$ cat src/rtl/shape_point_latch_if.sv
// rtl/shape_point_latch_if.sv - pen point / frame / endpoint bundle for shape_point_latch
//
// Purpose: groups the pen-tracker inputs and the circle-renderer endpoint
// outputs of shape_point_latch into one bundle.
// Signals:
//   x_in [10:0], y_in [9:0]   detected pen coordinate
//   point_valid_in            one-cycle strobe, x_in/y_in valid
//   pen_in                    raw asynchronous pen-down button level
//   new_frame_in              one-cycle frame-start strobe
//   x_out_1/y_out_1           anchor endpoint
//   x_out_2/y_out_2           drag endpoint
//   shape_valid_out           endpoints describe a drawable shape
//   state_out [1:0]           FSM state (IDLE=0, ANCHOR=1, DRAG=2, HOLD=3)
// Modports: master drives the inputs (pen tracker side), slave is the latch.

interface shape_point_latch_if;
  logic [10:0] x_in;
  logic [9:0]  y_in;
  logic        point_valid_in;
  logic        pen_in;
  logic        new_frame_in;
  logic [10:0] x_out_1;
  logic [9:0]  y_out_1;
  logic [10:0] x_out_2;
  logic [9:0]  y_out_2;
  logic        shape_valid_out;
  logic [1:0]  state_out;

  modport master (
    output x_in, y_in, point_valid_in, pen_in, new_frame_in,
    input  x_out_1, y_out_1, x_out_2, y_out_2, shape_valid_out, state_out
  );

  modport slave (
    input  x_in, y_in, point_valid_in, pen_in, new_frame_in,
    output x_out_1, y_out_1, x_out_2, y_out_2, shape_valid_out, state_out
  );
endinterface

$ cat src/rtl/shape_point_latch.sv
// rtl/shape_point_latch.sv - pen-stroke endpoint latch feeding a circle renderer
//
// Purpose: tracks a pen stroke (pen down, anchor point, drag points, pen up),
// commits the two endpoints when the horizontal span is at least MIN_SPAN and
// presents either the live stroke or the committed shape, updated once per frame.
// Ports:
//   clk_in   system clock, rising edge
//   rst_in   asynchronous active-high reset
//   bus      shape_point_latch_if.slave (point/pen/frame inputs, endpoint outputs)
// Parameters:
//   MIN_SPAN         minimum |x2-x1| in pixels for a commit
//   DEBOUNCE_CYCLES  pen stability window, used only with debounce compiled in
// Build option: define SHAPE_POINT_LATCH_DEBOUNCE_EN to debounce the
// synchronized pen level; otherwise the synchronized level is used directly.

module shape_point_latch #(
  parameter int MIN_SPAN        = 4,
  parameter int DEBOUNCE_CYCLES = 16
) (
  input logic               clk_in,
  input logic               rst_in,
  shape_point_latch_if.slave bus
);

  localparam logic [1:0] ST_IDLE   = 2'd0;
  localparam logic [1:0] ST_ANCHOR = 2'd1;
  localparam logic [1:0] ST_DRAG   = 2'd2;
  localparam logic [1:0] ST_HOLD   = 2'd3;

  localparam logic [11:0] MIN_SPAN_W = 12'(MIN_SPAN);

  if (DEBOUNCE_CYCLES < 1) begin : g_bad_debounce
    $error("DEBOUNCE_CYCLES must be at least 1");
  end

  logic [1:0]  state;
  logic        pen_s1, pen_s2, pen_lvl, pen_prev;
  logic        pen_rise, pen_fall;
  logic        pt_ok;
  logic [10:0] p1_x, p2_x, c1_x, c2_x;
  logic [9:0]  p1_y, p2_y, c1_y, c2_y;
  logic        committed;
  logic [10:0] p2_x_upd;
  logic [9:0]  p2_y_upd;
  logic signed [11:0] dx;
  logic [11:0] span;
  logic        span_ok;
  logic [10:0] sh_x1, sh_x2;
  logic [9:0]  sh_y1, sh_y2;
  logic        sh_v;

  // Two-flop synchronizer for the asynchronous pen button.
  always_ff @(posedge clk_in or posedge rst_in) begin
    if (rst_in) begin
      pen_s1 <= 1'b0;
      pen_s2 <= 1'b0;
    end else begin
      pen_s1 <= bus.pen_in;
      pen_s2 <= pen_s1;
    end
  end

`ifdef SHAPE_POINT_LATCH_DEBOUNCE_EN
  localparam int DB_W = (DEBOUNCE_CYCLES > 1) ? $clog2(DEBOUNCE_CYCLES) : 1;
  localparam logic [DB_W-1:0] DB_LAST = DB_W'(DEBOUNCE_CYCLES - 1);

  logic            db_lvl;
  logic [DB_W-1:0] db_cnt;

  // Counts consecutive cycles where the synchronized pen disagrees with the
  // accepted level; the level flips on the DEBOUNCE_CYCLES-th such cycle.
  always_ff @(posedge clk_in or posedge rst_in) begin
    if (rst_in) begin
      db_lvl <= 1'b0;
      db_cnt <= '0;
    end else if (pen_s2 == db_lvl) begin
      db_cnt <= '0;
    end else if (db_cnt == DB_LAST) begin
      db_lvl <= pen_s2;
      db_cnt <= '0;
    end else begin
      db_cnt <= db_cnt + 1'b1;
    end
  end

  assign pen_lvl = db_lvl;
`else
  assign pen_lvl = pen_s2;
`endif

  // pen_prev resets low so a pen held down through reset reads as a rise.
  always_ff @(posedge clk_in or posedge rst_in) begin
    if (rst_in) pen_prev <= 1'b0;
    else        pen_prev <= pen_lvl;
  end

  assign pen_rise = pen_lvl & ~pen_prev;
  assign pen_fall = ~pen_lvl & pen_prev;

  assign pt_ok = bus.point_valid_in && (bus.x_in <= 11'd1279) && (bus.y_in <= 10'd719);

  // Span check uses P2 as it will be after this cycle's point, so a point
  // arriving together with pen-up is included in the decision.
  assign p2_x_upd = pt_ok ? bus.x_in : p2_x;
  assign p2_y_upd = pt_ok ? bus.y_in : p2_y;
  assign dx       = $signed({1'b0, p2_x_upd}) - $signed({1'b0, p1_x});
  assign span     = dx[11] ? $unsigned(-dx) : $unsigned(dx);
  assign span_ok  = (span >= MIN_SPAN_W);

  always_ff @(posedge clk_in or posedge rst_in) begin
    if (rst_in) begin
      state     <= ST_IDLE;
      p1_x      <= '0;
      p1_y      <= '0;
      p2_x      <= '0;
      p2_y      <= '0;
      c1_x      <= '0;
      c1_y      <= '0;
      c2_x      <= '0;
      c2_y      <= '0;
      committed <= 1'b0;
    end else begin
      case (state)
        ST_IDLE: begin
          if (pen_rise) state <= ST_ANCHOR;
        end
        ST_ANCHOR: begin
          if (pen_fall) begin
            state <= ST_IDLE;
          end else if (pt_ok) begin
            p1_x  <= bus.x_in;
            p1_y  <= bus.y_in;
            p2_x  <= bus.x_in;
            p2_y  <= bus.y_in;
            state <= ST_DRAG;
          end
        end
        ST_DRAG: begin
          p2_x <= p2_x_upd;
          p2_y <= p2_y_upd;
          if (pen_fall) begin
            if (span_ok) begin
              c1_x      <= p1_x;
              c1_y      <= p1_y;
              c2_x      <= p2_x_upd;
              c2_y      <= p2_y_upd;
              committed <= 1'b1;
              state     <= ST_HOLD;
            end else begin
              state <= ST_IDLE;
            end
          end
        end
        ST_HOLD: begin
          if (pen_rise) state <= ST_ANCHOR;
        end
        default: state <= ST_IDLE;
      endcase
    end
  end

  // Live preview while dragging, committed shape otherwise.
  always_comb begin
    sh_x1 = c1_x;
    sh_y1 = c1_y;
    sh_x2 = c2_x;
    sh_y2 = c2_y;
    sh_v  = committed;
    if (state == ST_DRAG) begin
      sh_x1 = p1_x;
      sh_y1 = p1_y;
      sh_x2 = p2_x;
      sh_y2 = p2_y;
      sh_v  = 1'b1;
    end
  end

  // Outputs only move on the frame strobe so a frame never sees a torn shape.
  always_ff @(posedge clk_in or posedge rst_in) begin
    if (rst_in) begin
      bus.x_out_1         <= '0;
      bus.y_out_1         <= '0;
      bus.x_out_2         <= '0;
      bus.y_out_2         <= '0;
      bus.shape_valid_out <= 1'b0;
    end else if (bus.new_frame_in) begin
      bus.x_out_1         <= sh_x1;
      bus.y_out_1         <= sh_y1;
      bus.x_out_2         <= sh_x2;
      bus.y_out_2         <= sh_y2;
      bus.shape_valid_out <= sh_v;
    end
  end

  assign bus.state_out = state;

endmodule

$ cat src/flat_wrapper.sv
// flat-port wrapper written by rule: the top's interface ports become plain ports
module shape_point_latch_flat 
#(
  parameter int MIN_SPAN        = 4,
  parameter int DEBOUNCE_CYCLES = 16
)
  (clk_in, rst_in, bus_x_in, bus_y_in, bus_point_valid_in, bus_pen_in, bus_new_frame_in, bus_x_out_1, bus_y_out_1, bus_x_out_2, bus_y_out_2, bus_shape_valid_out, bus_state_out);
  shape_point_latch_if bus_i ();
  input logic clk_in;
  input logic rst_in;
  input wire logic [$bits(bus_i.x_in)-1:0] bus_x_in;
  input wire logic [$bits(bus_i.y_in)-1:0] bus_y_in;
  input wire logic [$bits(bus_i.point_valid_in)-1:0] bus_point_valid_in;
  input wire logic [$bits(bus_i.pen_in)-1:0] bus_pen_in;
  input wire logic [$bits(bus_i.new_frame_in)-1:0] bus_new_frame_in;
  output wire logic [$bits(bus_i.x_out_1)-1:0] bus_x_out_1;
  output wire logic [$bits(bus_i.y_out_1)-1:0] bus_y_out_1;
  output wire logic [$bits(bus_i.x_out_2)-1:0] bus_x_out_2;
  output wire logic [$bits(bus_i.y_out_2)-1:0] bus_y_out_2;
  output wire logic [$bits(bus_i.shape_valid_out)-1:0] bus_shape_valid_out;
  output wire logic [$bits(bus_i.state_out)-1:0] bus_state_out;
  assign bus_i.x_in = bus_x_in;
  assign bus_i.y_in = bus_y_in;
  assign bus_i.point_valid_in = bus_point_valid_in;
  assign bus_i.pen_in = bus_pen_in;
  assign bus_i.new_frame_in = bus_new_frame_in;
  assign bus_x_out_1 = bus_i.x_out_1;
  assign bus_y_out_1 = bus_i.y_out_1;
  assign bus_x_out_2 = bus_i.x_out_2;
  assign bus_y_out_2 = bus_i.y_out_2;
  assign bus_shape_valid_out = bus_i.shape_valid_out;
  assign bus_state_out = bus_i.state_out;
  shape_point_latch #(.MIN_SPAN(MIN_SPAN), .DEBOUNCE_CYCLES(DEBOUNCE_CYCLES)) u_core (.clk_in(clk_in), .rst_in(rst_in), .bus(bus_i));
endmodule
$ cat config.mk
export PLATFORM = sky130hd
export DESIGN_NAME = shape_point_latch_flat
export DESIGN_NICKNAME = d
export VERILOG_FILES = /design/src/rtl/shape_point_latch_if.sv /design/src/rtl/shape_point_latch.sv /design/src/flat_wrapper.sv
export SDC_FILE = /design/constraint.sdc
export NUM_CORES = 1
export LEC_CHECK = 0
export CORE_MARGIN = 2
export CORE_UTILIZATION = 50
export DETAILED_ROUTE_END_ITERATION = 8
export PLACE_DENSITY = 0.75
export SLEW_MARGIN = 5
export SYNTH_ARGS = -nofsm -noshare
export SYNTH_HDL_FRONTEND = slang
export SYNTH_SLANG_ARGS = --single-unit
$ cat constraint.sdc
create_clock -name clk_in -period 14.1 [get_ports clk_in]
set_clock_uncertainty 0.2 [all_clocks]
set_input_delay 2.82 -clock clk_in [delete_from_list [all_inputs] [get_ports clk_in]]
set_output_delay 2.82 -clock clk_in [all_outputs]
set_load 0.01 [all_outputs]
# Word-level counts from Yosys, hierarchy flattened
# Index checks and enable logic that the tools add are counted.
totals:
  register_bits: 133
  latchBits: 0
  mem_bits_rw: 0
  romBits: 0
  inputBits: 26
  output_inout_bits: 45
  mem_count: 0
classes:
  add_sub_neg: 2
  mul: 0
  n_div: 0
  magnitude_cmp: 3
  n_eq_ne: 7
  shifts: 0
  muxes: 18
  bitwise: 5
  n_reduce_logical: 9
op_table:
  columns: ["op", "count"]
  rows:
  - ["$mux W11", 4]
  - ["$mux W10", 4]
  - ["$pmux W11 S2", 1]
  - ["$pmux W10 S2", 1]
  - ["$ge A12 B3 Y1 const B", 1]
  - ["$mux W12", 1]
  - ["$neg A12 Y12", 1]
  - ["$sub A11 B11 Y12", 1]
  - ["$le A11 B11 Y1 const B", 1]
  - ["$le A10 B10 Y1 const B", 1]
  - ["$mux W2", 5]
  - ["$reduce_and A3 Y1", 3]
  - ["$pmux W2 S3", 1]
  - ["$eq A2 B2 Y1 const B", 2]
  - ["$ne A2 B1 Y1 const B", 2]
  - ["$ne A3 B1 Y1 const B", 1]
  - ["$not A1 Y1", 3]
  - ["$and A1 B1 Y1", 2]
  - ["$eq A2 B1 Y1 const B", 1]
  - ["$logic_and A1 B1 Y1", 2]
  - ["$logic_not A2 Y1", 1]
  - ["$ne A2 B2 Y1 const B", 1]
  - ["$reduce_and A2 Y1", 1]
  - ["$reduce_bool A2 Y1", 1]
  - ["other kinds (2)", 2]

# Depth between registers and ports, before layout
logic_depth:
  ltp_word: 11
  depth_mapped: 19
  depth_no_buf: 18

# Least setup slack after synthesis
# OpenSTA, ideal clock, no wires.
synth_path:
  path_kind: "input to register"
  start: "input bus_y_in[5]"
  end: "register u_core.c1_x[0]"
  setup_time_ns: 0.125
  arrival_ns: 6.819
  t_required_ns: 13.775
  path_slack_ns: 6.956
  stages: 18
  n_path_buf: 2
  cell_sequence: "o211a_1 -> o21ai_0 -> nand2_1 -> a21o_1 -> buf_1 -> mux2i_1 -> ha_1 -> fa_1 -> xor2_1 -> nor3b_1 -> mux2i_1 -> a211o_1 -> nor4_2 -> or4b_1 -> a22oi_2 -> a211oi_4 -> buf_6 -> mux2_4"
synth_between:
  elab_chain_len: 8
synth_rtl:
  columns: ["item", "line_no", "source"]
  rows:
  - ["start, declared", "flat_wrapper.sv:12", "input wire logic [$bits(bus_i.y_in)-1:0] bus_y_in;"]
  - ["$le A10 B10 Y1 (*)", "shape_point_latch.sv:100", "assign pt_ok = bus.point_valid_in && (bus.x_in <= 11'd1279) && (bus.y_in <= 10'd719);"]
  - ["$logic_and A1 B1 Y1 (*)", "shape_point_latch.sv:100", null]
  - ["$mux W11 (*)", "shape_point_latch.sv:104", "assign p2_x_upd = pt_ok ? bus.x_in : p2_x;"]
  - ["$sub A11 B11 Y12 (*)", "shape_point_latch.sv:106", "assign dx = $signed({1'b0, p2_x_upd}) - $signed({1'b0, p1_x});"]
  - ["$neg A12 Y12", "shape_point_latch.sv:107", "assign span = dx[11] ? $unsigned(-dx) : $unsigned(dx);"]
  - ["$mux W12 (*)", "shape_point_latch.sv:107", null]
  - ["$ge A12 B3 Y1 (*)", "shape_point_latch.sv:108", "assign span_ok = (span >= MIN_SPAN_W);"]
  - ["$reduce_and A3 Y1 (no line) (*)", null, null]
  - ["end signal, assigned", "shape_point_latch.sv:143", "c1_x <= p1_x;"]
  - ["end, declared", "shape_point_latch.sv:40", "logic [10:0] p1_x, p2_x, c1_x, c2_x;"]
# Every way passes the cells marked *; elsewhere a longest branch is shown, timed or not.
# A chain may end at the register's enable or synchronous reset.

# Worst setup path after layout
layout_path:
  start: "input bus_y_in[7]"
  end: "register u_core.c2_x[6]"
layout_between:
  elab_chain_len: 8
layout_rtl:
  columns: ["item", "line_no", "source"]
  rows:
  - ["$le A10 B10 Y1 (*)", "shape_point_latch.sv:100", null]
  - ["$logic_and A1 B1 Y1 (*)", "shape_point_latch.sv:100", null]
  - ["$mux W11 (*)", "shape_point_latch.sv:104", null]
  - ["named net u_core.p2_x_upd[4]", "shape_point_latch.sv:43", "logic [10:0] p2_x_upd;"]
  - ["$sub A11 B11 Y12 (*)", "shape_point_latch.sv:106", null]
  - ["$neg A12 Y12", "shape_point_latch.sv:107", null]
  - ["$mux W12 (*)", "shape_point_latch.sv:107", null]
  - ["$ge A12 B3 Y1 (*)", "shape_point_latch.sv:108", null]
  - ["$reduce_and A3 Y1 (no line) (*)", null, null]
  - ["end signal, assigned", "shape_point_latch.sv:145", "c2_x <= p2_x_upd;"]
  - ["end, declared", "shape_point_latch.sv:40", null]
# The timed path passes the listed nets; every way through them passes the cells marked *.

==> impl_metrics.tcl <==
set metrics [dict create \
    clock_sinks 133 \
    end_kind "register" \
    die_w_um 120 \
    initial_utilization_pct 51.1 \
    final_max_slew_viol_count 0 \
    crit_top_cell "nand2_1" \
    clkTransAtPathRegs_ns 0.06 \
    critPathMaxFanout 36 \
    arrival_ns 8.49 \
    cts-root-buf "clkbuf_16" \
    synthArstFlopShare_pct 100 \
    period_share_pct 59.6 \
    drtAntennaViolNets 0 \
    vias_per_cell 5.59 \
    synth_top_area_share_pct 49.2 \
    synthTopCellsByArea "dfrtp_1, mux2_4, mux2_2" \
    place.gp.congestion 0.815 \
    crit_path_end "u_core.c2_x[6]" \
    cts_max_level 4 \
    cp-start-kind "primary input" \
    wl_per_cell_um 17.5 \
    portBuffers 70 \
    hp-class "register to register" \
    totalWireLength_um 14900 \
    cap_violations 0 \
    slowest_delay_ns 0.66 \
    grtUsageTotal_pct 21.9 \
    vias 4778 \
    finalNonFillerCells 854 \
    num-fill-cells 1034 \
    whs_ns 0.151 \
    grt_pass1_vias 4878 \
    grt_max_degree 87 \
    placed_area_sq_um 7580 \
    ys_ff_latch 133 \
    ys_warn_count 0 \
    core_sq_um 13200 \
    rrSetupSlack_ns 9.32 \
    finalCriticalPeriod_ns 8.40 \
    syn_to_final_growth_pct 21.3 \
    diodes 0 \
    cts_setup_buffers 0 \
    clock_latency_ns 0.41 \
    tightest_slew_ns 1.26 \
    synth.distinct_cells 61 \
    first_pass_iters 4 \
    crit_type "primary input to register" \
    leakage_nw 3.65 \
    synth_top_area_cell "dfrtp_1" \
    dp_slack_ns 5.39 \
    syn-instance-count 600 \
    ys.flop_type "dfrtp_1" \
    rsz0062_at_grt "false" \
    grt_overflow 0 \
    numCtsBuffers 17 \
    status "finished clean" \
    placed_cells 823 \
    post-dp-hpwl_um 9780 \
    yosysSeqAreaShare_pct 49.2 \
    regToRegStartpoint "u_core.p2_x[0]" \
    drc_errors 0 \
    rr_endpoint "u_core.c2_x[6]" \
    clock_path_buffers 2 \
    setup_viol 0 \
    ir_worst_vdd_mv 0.143 \
    synth_edf_count 0 \
    cts_hold_buf 0 \
    antenna_found_initial 0 \
    crit_chain "clkdlybuf4s50_1, o211a_1, o21ai_0, nand2_1, a21o_1, clkinv_1, nand2_1, nand2_1, ha_1, o211a_1, a211oi_1, a22oi_1, a211oi_1, o32ai_1, o221a_2, and4_1, a211oi_4, buf_4, mux2_4" \
    nNetsFinal 708 \
    synth.cell_area_sq_um 6770 \
    grt_pass1_wl_um 25000 \
    fin_setup_tns_ns 0 \
    hold_viol_final 0 \
    drive_above_1_share_pct 19.5 \
    r2r_cells 13 \
    slowest_stage "buf_4" \
    num_rows 42 \
    max_freq_mhz 119 \
    setup_ws_ns 5.70 \
    p_per_area_nw_per_um2 265 \
    first_iter_violations 315 \
    pin_count 71 \
    fin_area_sq_um 8210 \
    crit_required_ns 14.19 \
    cts_resized 0 \
    die_y_um 120 \
    maxSlewHeadroom_pct 16.1 \
    cts_tree "built" \
    crit_start "bus_y_in[7]" \
    syn_nets 642 \
    die_area_sq_um 14500 \
    syn_area_per_cell_sq_um 11.3 \
]
cell families after synthesis:
family / synth area share, %
xor+xnor: 0.647
mux: 22.4
simple gates: 10.9
fa+ha+maj: 3.07
compound gates: 10.6
buf+inv: 3.24
flops: 49.2
per-stage QoR:
step	util, %	total power, mW
4_1_cts	62.0	2.18
6_report	62.0	2.18
2_1_floorplan	-	1.40
3_5_place_dp	57.3	1.70
3_3_place_gp	57.3	1.66
5_1_grt	62.0	2.32
cell usage after synthesis (3+ instances only):
library cell,instances
nand2_1,66
nor3b_1,3
nand3_1,9
a211o_1,5
dfrtp_1,133
a211oi_1,4
nor2_1,58
o31ai_1,3
mux2i_1,46
a31oi_1,3
mux2_2,43
nand2b_1,6
inv_1,18
xor2_1,3
or3_1,3
ha_1,15
a21oi_1,49
buf_1,8
mux2_4,38
clkbuf_1,14
a21o_1,6
o21ai_0,11
buf_6,5
area by class of cell:
class,instances,area (sq um),share of cell area [%]
clock inverter,12,179,2.18
sequential,133,3330,40.6
multi-input combinational,419,3220,39.3
tap,176,220,2.68
clock buffer,19,443,5.40
inverter,20,77.6,0.945
timing repair buffer,75,733,8.94
flip-flops by register name, indices dropped and copies added (netlist names), 11 cells and up:
name,cells
u_core.bus.x_out_1,11
u_core.bus.x_out_2,11
u_core.c1_x,11
u_core.c2_x,11
u_core.p1_x,11
u_core.p2_x,11
where the power goes:
| group | internal (mW) | switching, mW | leakage, nW |
|---|---|---|---|
| registers | 0.555 | 0.122 | 1.60 |
| clock network | 0.300 | 0.165 | 0.295 |
| logic | 0.517 | 0.518 | 1.75 |
| total | 1.37 | 0.805 | 3.65 |
routing by layer:
layer	track usage [%]	wire [um]	vias up
li1	-	-	2248
met1	30.7	7130	2409
met2	34.4	7160	107
met3	4.67	478	14
met4	6.61	157	0
met5	0	0	-
critical path, delay by kind of cell:
kind            cells  cell delay (ns)
buf+inv             3             1.72
compound gates     10             2.47
fa+ha+maj           1             0.41
simple gates        4             0.68
mux                 1             0.35
how the worst min path moves through the flow:
stage / start / endpoint / slack (ns) / cells past startpoint
finish: u_core.pen_s1 / u_core.pen_lvl / 0.15 / 0
global route: u_core.pen_s1 / u_core.pen_lvl / 0.16 / 0
CTS: u_core.pen_s1 / u_core.pen_lvl / 0.15 / 0
detailed placement: u_core.pen_s1 / u_core.pen_lvl / 0.14 / 0
global placement: u_core.pen_s1 / u_core.pen_lvl / 0.14 / 0
floorplan: u_core.pen_s1 / u_core.pen_lvl / 0.13 / 0
cells in the final DEF, fill, tap and decap left out, types with 3 or more instances in the layout:
cell type        netlist  routed
nor2_1                58      58
mux2_4                38      38
or3_1                  3       3
buf_4                  0       5
bufinv_16              0       4
clkdlybuf4s50_1        0      69
xor2_1                 3       3
a211o_1                5       5
mux2i_1               46      45
nand2b_1               6       6
a21oi_1               49      49
inv_1                 18      17
nand3_1                9       9
ha_1                  15      14
nor3b_1                3       3
dfrtp_1              133     133
a211oi_1               4       4
o21ai_0               11      11
mux2_2                43      43
a21o_1                 6       6
o31ai_1                3       3
clkbuf_16              0      17
a31oi_1                3       3
clkinvlp_4             0       3
nand2_1               66      66
No activity file was read; power rests on OpenSTA's default activity.
